[src/rtl/testbasic7_types.sv]
// Shared types and constants for the testbasic7 feeder.
package testbasic7_types;

    localparam int unsigned FEEDER_DEPTH_DEF = 4;
    localparam int unsigned FEEDER_DATA_W    = 32;
    localparam int unsigned FEEDER_DROP_W    = 16;

    // Occupancy section of the feeder FIFO
    typedef enum logic [1:0] {
        idle      = 2'd0,
        streaming = 2'd1,
        full      = 2'd2
    } TestBasic7_FEEDER_SECTIONS;

    // Saturating add for the flush drop counter
    function automatic logic [FEEDER_DROP_W-1:0] drop_sat_add(
        input logic [FEEDER_DROP_W-1:0] acc,
        input logic [FEEDER_DROP_W-1:0] inc
    );
        logic [FEEDER_DROP_W:0] sum;
        sum = (FEEDER_DROP_W+1)'(acc) + (FEEDER_DROP_W+1)'(inc);
        if (sum[FEEDER_DROP_W]) begin
            return {FEEDER_DROP_W{1'b1}};
        end
        return sum[FEEDER_DROP_W-1:0];
    endfunction

endpackage

[src/rtl/testbasic7_feeder_mem.sv]
// DEPTH x 32 storage for the feeder: one write port, one registered
// write-first read port. Contents are not reset; only the read register is.
module testbasic7_feeder_mem
    import testbasic7_types::*;
#(
    parameter int unsigned DEPTH = FEEDER_DEPTH_DEF,
    parameter int unsigned AW    = $clog2(DEPTH)
) (
    input  logic                     clk,
    input  logic                     rst,
    input  logic                     we,
    input  logic [AW-1:0]            waddr,
    input  logic [FEEDER_DATA_W-1:0] wdata,
    input  logic [AW-1:0]            raddr,
    output logic [FEEDER_DATA_W-1:0] rdata
);

    logic [FEEDER_DATA_W-1:0] mem [DEPTH];

    // Storage write
    always_ff @(posedge clk) begin
        if (we) begin
            mem[waddr] <= wdata;
        end
    end

    // Registered read; a same-cycle write to the read slot is forwarded
    always_ff @(posedge clk or negedge rst) begin
        if (!rst) begin
            rdata <= '0;
        end else if (we && (waddr == raddr)) begin
            rdata <= wdata;
        end else begin
            rdata <= mem[raddr];
        end
    end

endmodule

[src/rtl/testbasic7_feeder.sv]
// Buffered producer feeding testbasic7's blocking input. A DEPTH-entry FIFO
// decouples source bursts from consumer stalls; a section FSM tracks
// occupancy. Optional synchronous flush (with drop counter) is enabled by
// defining TESTBASIC7_FEEDER_FLUSH_EN.
module testbasic7_feeder
    import testbasic7_types::*;
#(
    parameter int unsigned DEPTH = FEEDER_DEPTH_DEF,
    parameter int unsigned AW    = $clog2(DEPTH)
) (
    input  logic                     clk,
    input  logic                     rst,
    input  logic [FEEDER_DATA_W-1:0] src_in,
    input  logic                     src_in_sync,
    output logic                     src_in_notify,
    output logic [FEEDER_DATA_W-1:0] b_out,
    output logic                     b_out_sync,
    input  logic                     b_out_notify,
`ifdef TESTBASIC7_FEEDER_FLUSH_EN
    input  logic                     flush,
`endif
    output logic [FEEDER_DROP_W-1:0] drop_count
);

    localparam int unsigned CW = AW + 1;
    localparam logic [CW-1:0] COUNT_FULL = CW'(DEPTH);
    localparam logic [CW-1:0] COUNT_LAST = CW'(DEPTH - 1);
    localparam logic [CW-1:0] COUNT_ONE  = CW'(1);

    logic [AW-1:0]             wp;
    logic [AW-1:0]             rp;
    logic [AW-1:0]             wp_n;
    logic [AW-1:0]             rp_n;
    logic [CW-1:0]             count;
    logic [CW-1:0]             count_n;
    TestBasic7_FEEDER_SECTIONS section;
    TestBasic7_FEEDER_SECTIONS section_n;
    logic                      push;
    logic                      pop;
    logic                      flush_w;

`ifdef TESTBASIC7_FEEDER_FLUSH_EN
    assign flush_w = flush;
`else
    assign flush_w = 1'b0;
`endif

    // Source may push whenever the FIFO is not full
    assign src_in_notify = (count != COUNT_FULL);

    // Next-state: handshakes, pointers, count and section transitions
    always_comb begin
        push      = 1'b0;
        pop       = 1'b0;
        wp_n      = wp;
        rp_n      = rp;
        count_n   = count;
        section_n = section;

        if (flush_w) begin
            wp_n      = '0;
            rp_n      = '0;
            count_n   = '0;
            section_n = idle;
        end else begin
            push = src_in_sync && src_in_notify;
            pop  = b_out_sync && b_out_notify;

            if (push) begin
                wp_n = wp + AW'(1);
            end
            if (pop) begin
                rp_n = rp + AW'(1);
            end

            case ({push, pop})
                2'b10:   count_n = count + COUNT_ONE;
                2'b01:   count_n = count - COUNT_ONE;
                default: count_n = count;
            endcase

            case (section)
                idle: begin
                    if (push) begin
                        section_n = streaming;
                    end
                end
                streaming: begin
                    if (push && !pop && (count == COUNT_LAST)) begin
                        section_n = full;
                    end else if (pop && !push && (count == COUNT_ONE)) begin
                        section_n = idle;
                    end
                end
                full: begin
                    if (pop) begin
                        section_n = streaming;
                    end
                end
                default: section_n = idle;
            endcase
        end
    end

    // State register: pointers, count, section and output valid
    always_ff @(posedge clk or negedge rst) begin
        if (!rst) begin
            wp         <= '0;
            rp         <= '0;
            count      <= '0;
            section    <= idle;
            b_out_sync <= 1'b0;
        end else begin
            wp         <= wp_n;
            rp         <= rp_n;
            count      <= count_n;
            section    <= section_n;
            b_out_sync <= (section_n != idle);
        end
    end

    // Storage; read address tracks the next head so b_out is ready with b_out_sync
    testbasic7_feeder_mem #(
        .DEPTH (DEPTH),
        .AW    (AW)
    ) u_mem (
        .clk   (clk),
        .rst   (rst),
        .we    (push),
        .waddr (wp),
        .wdata (src_in),
        .raddr (rp_n),
        .rdata (b_out)
    );

`ifdef TESTBASIC7_FEEDER_FLUSH_EN
    // Accumulate words discarded by flush, saturating
    always_ff @(posedge clk or negedge rst) begin
        if (!rst) begin
            drop_count <= '0;
        end else if (flush_w) begin
            drop_count <= drop_sat_add(drop_count, FEEDER_DROP_W'(count));
        end
    end
`else
    assign drop_count = '0;
`endif

endmodule

[config.mk]
export PLATFORM = sky130hd
export DESIGN_NAME = testbasic7_feeder
export DESIGN_NICKNAME = d
export VERILOG_FILES = /design/src/rtl/testbasic7_types.sv /design/src/rtl/testbasic7_feeder_mem.sv /design/src/rtl/testbasic7_feeder.sv
export SDC_FILE = /design/constraint.sdc
export NUM_CORES = 1
export LEC_CHECK = 0
export ABC_CLOCK_PERIOD_IN_PS = 2300
export BUFFER_PORTS_ARGS = -buffer_cell sky130_fd_sc_hd__buf_2
export CORE_MARGIN = 3
export CORE_UTILIZATION = 30
export CTS_BUF_LIST = sky130_fd_sc_hd__clkbuf_2
export CTS_CLUSTER_DIAMETER = 40
export DETAILED_ROUTE_END_ITERATION = 10
export PLACE_DENSITY = 0.57
export SLEW_MARGIN = 10
export SYNTH_ARGS = -nofsm -noshare
export SYNTH_HDL_FRONTEND = slang
export SYNTH_SLANG_ARGS = --single-unit
[constraint.sdc]
create_clock -name clk -period 2.3 [get_ports clk]
set_input_delay 0.46 -clock clk [delete_from_list [all_inputs] [get_ports clk]]
set_output_delay 0.46 -clock clk [all_outputs]
set_load 0.01 [all_outputs]
==> impl_results.md, run 1 <==
* Kind of start point of the critical path: flop
* Initial Util at 30.9%
* Crit. Startpoint: count[0]$_DFFE_PN0P_
* Sequential area share after synthesis at 74.1%
* TritonCTS clock tree: yes
* Post-route clock period utilization at 92.3%
* Die area at 23800 µm²
* Final Max Slew Viols at 0
* Drt total wl at 12.9 mm
* Worst hold path type: in -> async
* Met2 WL at 6.34 mm
* Skew-Pair Late Insertion Delay at 0.72 ns
* Worst EP arrival at 1.66 ns
* R2R setup slack at 0.21 ns
* Drt wl/cell at 17.4 µm
* Leakage dissipation at 2.93 nW
* Int Pwr at 3.86 mW
* Minimum clock period at 2.12 ns
* Seq pwr share at 66.3%
* Unrepaired setup endpoints after global routing: false
* Die Span Y at 154 µm
* Setup TNS at 0 ns
* Post-synthesis register bit count at 170
* Logic pwr share at 2.8%
* Worst r2r dst: u_mem.rdata[13]$_DFF_PN0_
* Drt pass-1 iters at 4
* Initial antenna violation count at 1
* YS warnings at 0
* Endpoints failing setup at 0
* Required @ worst endpoint at 1.84 ns
* Total CTS buffers at 17
* Net Switching at 1.12 mW
* Placed Area at 7370 µm²
* Final Cell Area at 7970 µm²
* DRT antenna net count at 0
* Die X at 154 µm
* Met3 wire length at 641 µm
* Via count of the first global-routing pass at 3496
* Avg Inst Size Synth at 20.6 µm²
* Status: finished, final reports clean
* Switching share of power at 22.5%
* Drc violations at 0
* Share of layout cells above drive strength 1 at 40.1%
* Port Buf Inserts at 69
* Worst vdd ir at 0.239 mV
* Netlist cell types at 32
* Post-DP HPWL at 7.88 mm
* Detailed Route Iter0 Violations at 137
* Largest net degree at the start of global routing at 31
* Max-Cap Viols at 0
* Final Skew at 0.0287 ns
* Global placement routability congestion at 0.722
* Total vias in the final route at 3288
* Final Hold Viols at 0
* CTS clock-pin slew for the worst setup and hold paths at 0.24 ns
* Net count, final at 495
* Mapped cell area at 6600 µm²
* GR Overflow Total at 0
* Clk pwr share at 30.9%
* Worst setup path class: reg -> out
* Via/cell ratio at 4.46
* Rows at 53
* R2R depth at 6
* Setup crit end kind: output pin
* Root Buffer: clkbuf_2
* Finished Core Util at 37.3%
* CTS Sinks at 170
* WL met1 at 5.68 mm
* Core Area at 21400 µm²
* All-Layer GR Usage at 11.3%
* Synthesized netlist cell count at 321
* Highest metal used: met4
* Layout area overhead at 20.6%
* CTS Buffer Depth at 2
* I/O pin count at 86
* Commonest non-fill, non-tap cell in the layout: edfxtp_1
* Most frequent cells in the layout: 128 x edfxtp_1, 69 x buf_2, 42 x dfrtp_1
* First-pass GRT wire length at 20.1 mm
* H-Tree Depth at 4
* FF-to-FF Start: b_out_sync$_DFF_PN0_
* PwrDens at 625 nW/µm²
* FMAX at 471 MHz
* Max FO, Critical Path at 6
## layer usage
layer  vias to the layer above  global-route usage, %
met3                        17                   3.50
met5                         -                      0
li1                       1488                      -
met1                      1702                   14.7
met4                         0                   3.87
met2                        81                   17.9
## worst max-delay path, cell delays in order, from the launching register on
cell and delay [ns]:
dfrtp_1 0.40, inv_1 0.07, ha_1 0.21, nand2_2 0.12, buf_2 0.17
## cells in the mapped netlist
master / instances / area share, %
inv_1: 8 / 0.45
a31o_2: 1 / 0.13
buf_2: 6 / 0.45
xnor2_2: 1 / 0.25
clkinv_1: 1 / 0.057
a221oi_1: 1 / 0.13
nand2_1: 7 / 0.40
a21boi_0: 1 / 0.11
a21oi_1: 4 / 0.30
o31a_1: 1 / 0.13
clkinv_2: 1 / 0.076
nor4_1: 1 / 0.095
nand2_2: 1 / 0.095
buf_6: 3 / 0.51
o21ai_0: 2 / 0.15
and3b_1: 1 / 0.13
conb_1: 1 / 0.057
buf_4: 16 / 1.8
nand3_1: 2 / 0.15
nor2_1: 1 / 0.057
nor3_1: 2 / 0.15
o22ai_1: 3 / 0.28
mux4_2: 29 / 9.9
mux4_1: 3 / 1.2
and3_1: 5 / 0.47
dfrtp_1: 42 / 16
xor2_1: 1 / 0.13
edfxtp_1: 128 / 58
xnor2_1: 4 / 0.53
nor2b_1: 1 / 0.095
mux2_2: 32 / 5.5
ha_1: 11 / 2.1
## how the worst max path moves through the flow
stage	endpoint	slack (ns)	depth (start not counted)
4_1_cts	src_in_notify	0.02	4
6_report	src_in_notify	0.18	4
2_1_floorplan	u_mem.mem[0][0]$_DFFE_PP_	0.24	4
3_5_place_dp	u_mem.rdata[13]$_DFF_PN0_	0.06	7
5_1_grt	src_in_notify	0.001	4
3_3_place_gp	u_mem.rdata[13]$_DFF_PN0_	0.08	7
## state kept, by name (all words and copies together), names as in the netlist
| register | cells |
|---|---|
| u_mem.rdata | 32 |
| u_mem.mem | 128 |
| wp | 2 |
| b_out_sync | 1 |
| rp | 2 |
| count | 3 |
| section | 2 |
## timing repair
| item | 4_1_cts | 5_1_grt |
|---|---|---|
| hold endpoints to repair | 194 | 0 |
| endpoints found under the setup margin | 1 | 1 |
| buffers inserted | 2 | 1 |
| hold buffers | 34 | 0 |
| gates resized for setup | 0 | 2 |
## power by group through the flow
| stage | Sequential [mW] | Clock [mW] | Combinational, mW |
|---|---|---|---|
| after floorplan | 3.37 | 0 | 0.0321 |
| after CTS | 3.30 | 1.64 | 0.143 |
| after global routing | 3.30 | 1.74 | 0.156 |
| final | 3.30 | 1.54 | 0.139 |
| after global placement | 3.37 | 0 | 0.0906 |
| after detailed placement | 3.37 | 0 | 0.0965 |
## through the flow
stage                     total power [mW]  cells  hold WS [ns]  setup WS, ns
after CTS                             5.08    735        0.0757        0.0177
after detailed placement              3.46    667         0.432        0.0573
after floorplan                       3.40    336         0.164         0.241
after global placement                3.46    667         0.432        0.0840
after global routing                  5.20    737        0.0690       0.00109
final                                 4.98    737         0.162         0.177
## cell families (layout without fill, tap and decap cells)
| family | count (synthesis) | after routing | synth area share, % |
|---|---|---|---|
| AND/OR/NAND/NOR | 21 | 21 | 1.65 |
| multiplexers | 64 | 64 | 16.5 |
| flip-flops | 170 | 170 | 74.1 |
| buffers and inverters | 35 | 160 | 3.37 |
| adder cells (fa/ha/maj) | 11 | 11 | 2.08 |
| other | 1 | 17 | 0.0568 |
| AO/OA/AOI/OAI | 13 | 13 | 1.25 |
| XOR/XNOR | 6 | 6 | 0.910 |
## layout make-up
class | instances | area (µm²)
multi-input cells | 131 | 1570
well taps | 275 | 344
fillers | 1986 | 13400
repair buffers | 118 | 886
clock inverters | 15 | 145
clock buffers | 17 | 85.1
flip-flops and latches | 170 | 4890
diodes | 1 | 2.50
inverters | 10 | 38.8
No activity file was read; power rests on OpenSTA's default activity.
==> run 2, diff against run 1 <==
--- a/config.mk
+++ b/config.mk
@@ -7,12 +7,14 @@
 export LEC_CHECK = 0
 export ABC_CLOCK_PERIOD_IN_PS = 2300
 export BUFFER_PORTS_ARGS = -buffer_cell sky130_fd_sc_hd__buf_2
+export CELL_PAD_IN_SITES_DETAIL_PLACEMENT = 1
+export CELL_PAD_IN_SITES_GLOBAL_PLACEMENT = 2
 export CORE_MARGIN = 3
-export CORE_UTILIZATION = 30
+export CORE_UTILIZATION = 25
 export CTS_BUF_LIST = sky130_fd_sc_hd__clkbuf_2
 export CTS_CLUSTER_DIAMETER = 40
 export DETAILED_ROUTE_END_ITERATION = 10
-export PLACE_DENSITY = 0.57
+export PLACE_DENSITY = 0.6
 export SLEW_MARGIN = 10
 export SYNTH_ARGS = -nofsm -noshare
 export SYNTH_HDL_FRONTEND = slang
==> run 2 against run 1 <==
Non-clock buffer count is 2 higher. Global-route usage is 0.75 points lower. Power is 2.1% lower. Combinational power is 3% higher. Fmax is 0.23% lower. Clock power is 7% lower. Count of clock-buffer cells in the layout is 3 higher. Die area is 19% higher. Cell count is 7.6% higher. Clock skew is 0.00057 ns higher. Largest power group unchanged. Via count is 0.73% higher.
==> impl_results.md, run 2 (same netlist as run 1, synthesis figures left out) <==
* Status: finished, final reports clean
* TritonCTS clock tree: yes
* Share of layout cells above drive strength 1 at 40.8%
* Core Area at 25500 µm²
* Setup TNS at 0 ns
* Die Span Y at 169 µm
* Via count of the first global-routing pass at 3817
* Required @ worst endpoint at 2.89 ns
* Die X at 169 µm
* DRT antenna net count at 0
* First-pass GRT wire length at 22.5 mm
* Post-Layout Cell Count at 793
* Placed Area at 7430 µm²
* Post-DP HPWL at 8.85 mm
* Die area at 28400 µm²
* All-Layer GR Usage at 10.5%
* Biggest register: u_mem.mem
* Root Buffer: clkbuf_2
* CTS Buffer Depth at 2
* PwrDens at 608 nW/µm²
* Unrepaired setup endpoints after global routing: false
* Skew-Pair Late Insertion Delay at 0.70 ns
* Final Hold Viols at 0
* Max reg flops at 128
* Drt pass-1 iters at 4
* Commonest non-fill, non-tap cell in the layout: edfxtp_1
* Port Buf Inserts at 69
* Max-Cap Viols at 0
* Max FO, Critical Path at 23
* Leakage dissipation at 2.94 nW
* Setup ws final at 0.172 ns
* Initial antenna violation count at 0
* GR Overflow Total at 0
* Final Skew at 0.0293 ns
* Max-slew headroom at 61.3%
* CTS clock-pin slew for the worst setup and hold paths at 0.24 ns
* H-Tree Depth at 4
* Total CTS buffers at 17
* Total vias in the final route at 3312
* Net count, final at 497
* Detailed Route Iter0 Violations at 162
* Setup crit end kind: flop
* Endpoints failing setup at 0
* Worst hold path type: in -> async
* Drt wl/cell at 18.0 µm
* Global placement routability congestion at 0.707
* Ant. Diodes at 0
* Largest net degree at the start of global routing at 34
* Worst EP arrival at 2.72 ns
* Most frequent cells in the layout: 128 x edfxtp_1, 69 x buf_2, 42 x dfrtp_1
* I/O pin count at 86
* CTS Sinks at 170
* Drc violations at 0
* Rows at 58
* Worst slew pin tran at 0.580 ns
* Worst vdd ir at 0.243 mV
* Layout area overhead at 21.3%
* Cells after DPL at 723
* Fill cells at 2665
* Final Cell Area at 8010 µm²
* Minimum clock period at 2.13 ns
* Via/cell ratio at 4.18
* Final Max Slew Viols at 0
* Post-route clock period utilization at 92.5%
* Kind of start point of the critical path: flop
* Initial Util at 25.8%
* Worst hold slack at 0.237 ns
* Top Registers: u_mem.mem x128, u_mem.rdata x32, count x3
* FMAX at 470 MHz
* Worst setup path class: reg -> reg
* Drt total wl at 14.2 mm
* Pre-CTS setup slack at 0.0303 ns
-- run 2: changes by cell type in the layout (fill, tap and decap cells not counted), moves of 2 or more --
cell | before | now
clkbuf_2 | 17 | 20
inv_6 | 3 | 1
clkinvlp_4 | 3 | 1
clkinv_1 | 5 | 3
buf_4 | 8 | 11
clkinv_4 | 0 | 4
-- run 2: power by group --
| group | switching, mW | leakage [nW] | internal, mW |
|---|---|---|---|
| Combinational | 0.0797 | 1.16 | 0.0634 |
| Sequential | 0 | 1.65 | 3.30 |
| Clock | 1.03 | 0.133 | 0.400 |
-- run 2: cell type report --
cell class	instances	area, µm²	share of cell area (%)
Tap cell	330	413	5.16
Timing Repair Buffer	120	888	11.1
Clock inverter	12	104	1.30
Multi-Input combinational cell	131	1570	19.6
Inverter	10	38.8	0.484
Sequential cell	170	4890	61.1
Clock buffer	20	100	1.25
-- run 2: final timing paths --
path	end	slack, ns	startpoint	depth (start not counted)
max reg2reg	u_mem.rdata[22]$_DFF_PN0_	0.17	b_out_sync$_DFF_PN0_	6
max in group asynchronous	u_mem.rdata[22]$_DFF_PN0_	1.47	rst	3
min	u_mem.rdata[7]$_DFF_PN0_	0.24	rst	2
max	u_mem.rdata[22]$_DFF_PN0_	0.17	b_out_sync$_DFF_PN0_	6
min reg2reg	b_out_sync$_DFF_PN0_	0.52	section[0]$_DFF_PN0_	1
min in group clk	wp[0]$_DFFE_PN0P_	0.26	src_in_sync	5
-- run 2: through the flow --
stage,total power [mW],utilization [%]
2_1_floorplan,3.40,-
3_3_place_gp,3.46,29.1
3_5_place_dp,3.46,29.1
4_1_cts,4.97,31.3
5_1_grt,5.11,31.3
6_report,4.87,31.3
-- run 2: what timing repair did --
item,4_1_cts,5_1_grt
endpoints found under the hold margin,177,0
setup endpoints to repair,1,1
resized for setup,1,1
setup buffers,2,2
hold buffers,34,0
pin swaps,0,1
-- run 2: metal layers --
metal	wire, µm	GRT usage (%)	part of all wire, %	vias to the layer above
li1	-	-	-	1493
met1	6200	13.2	44	1735
met2	7330	18.0	51	76
met3	594	2.83	4.2	8
met4	119	2.99	0.84	0
met5	0	0	0	-
-- run 2: critical path, cell delays in order, from the launching register on --
cell and delay [ns]:
dfrtp_1 0.48, nand2_2 0.12, clkinv_2 0.12, xnor2_4 0.21, buf_12 0.25, mux4_1 0.57, mux2_2 0.27
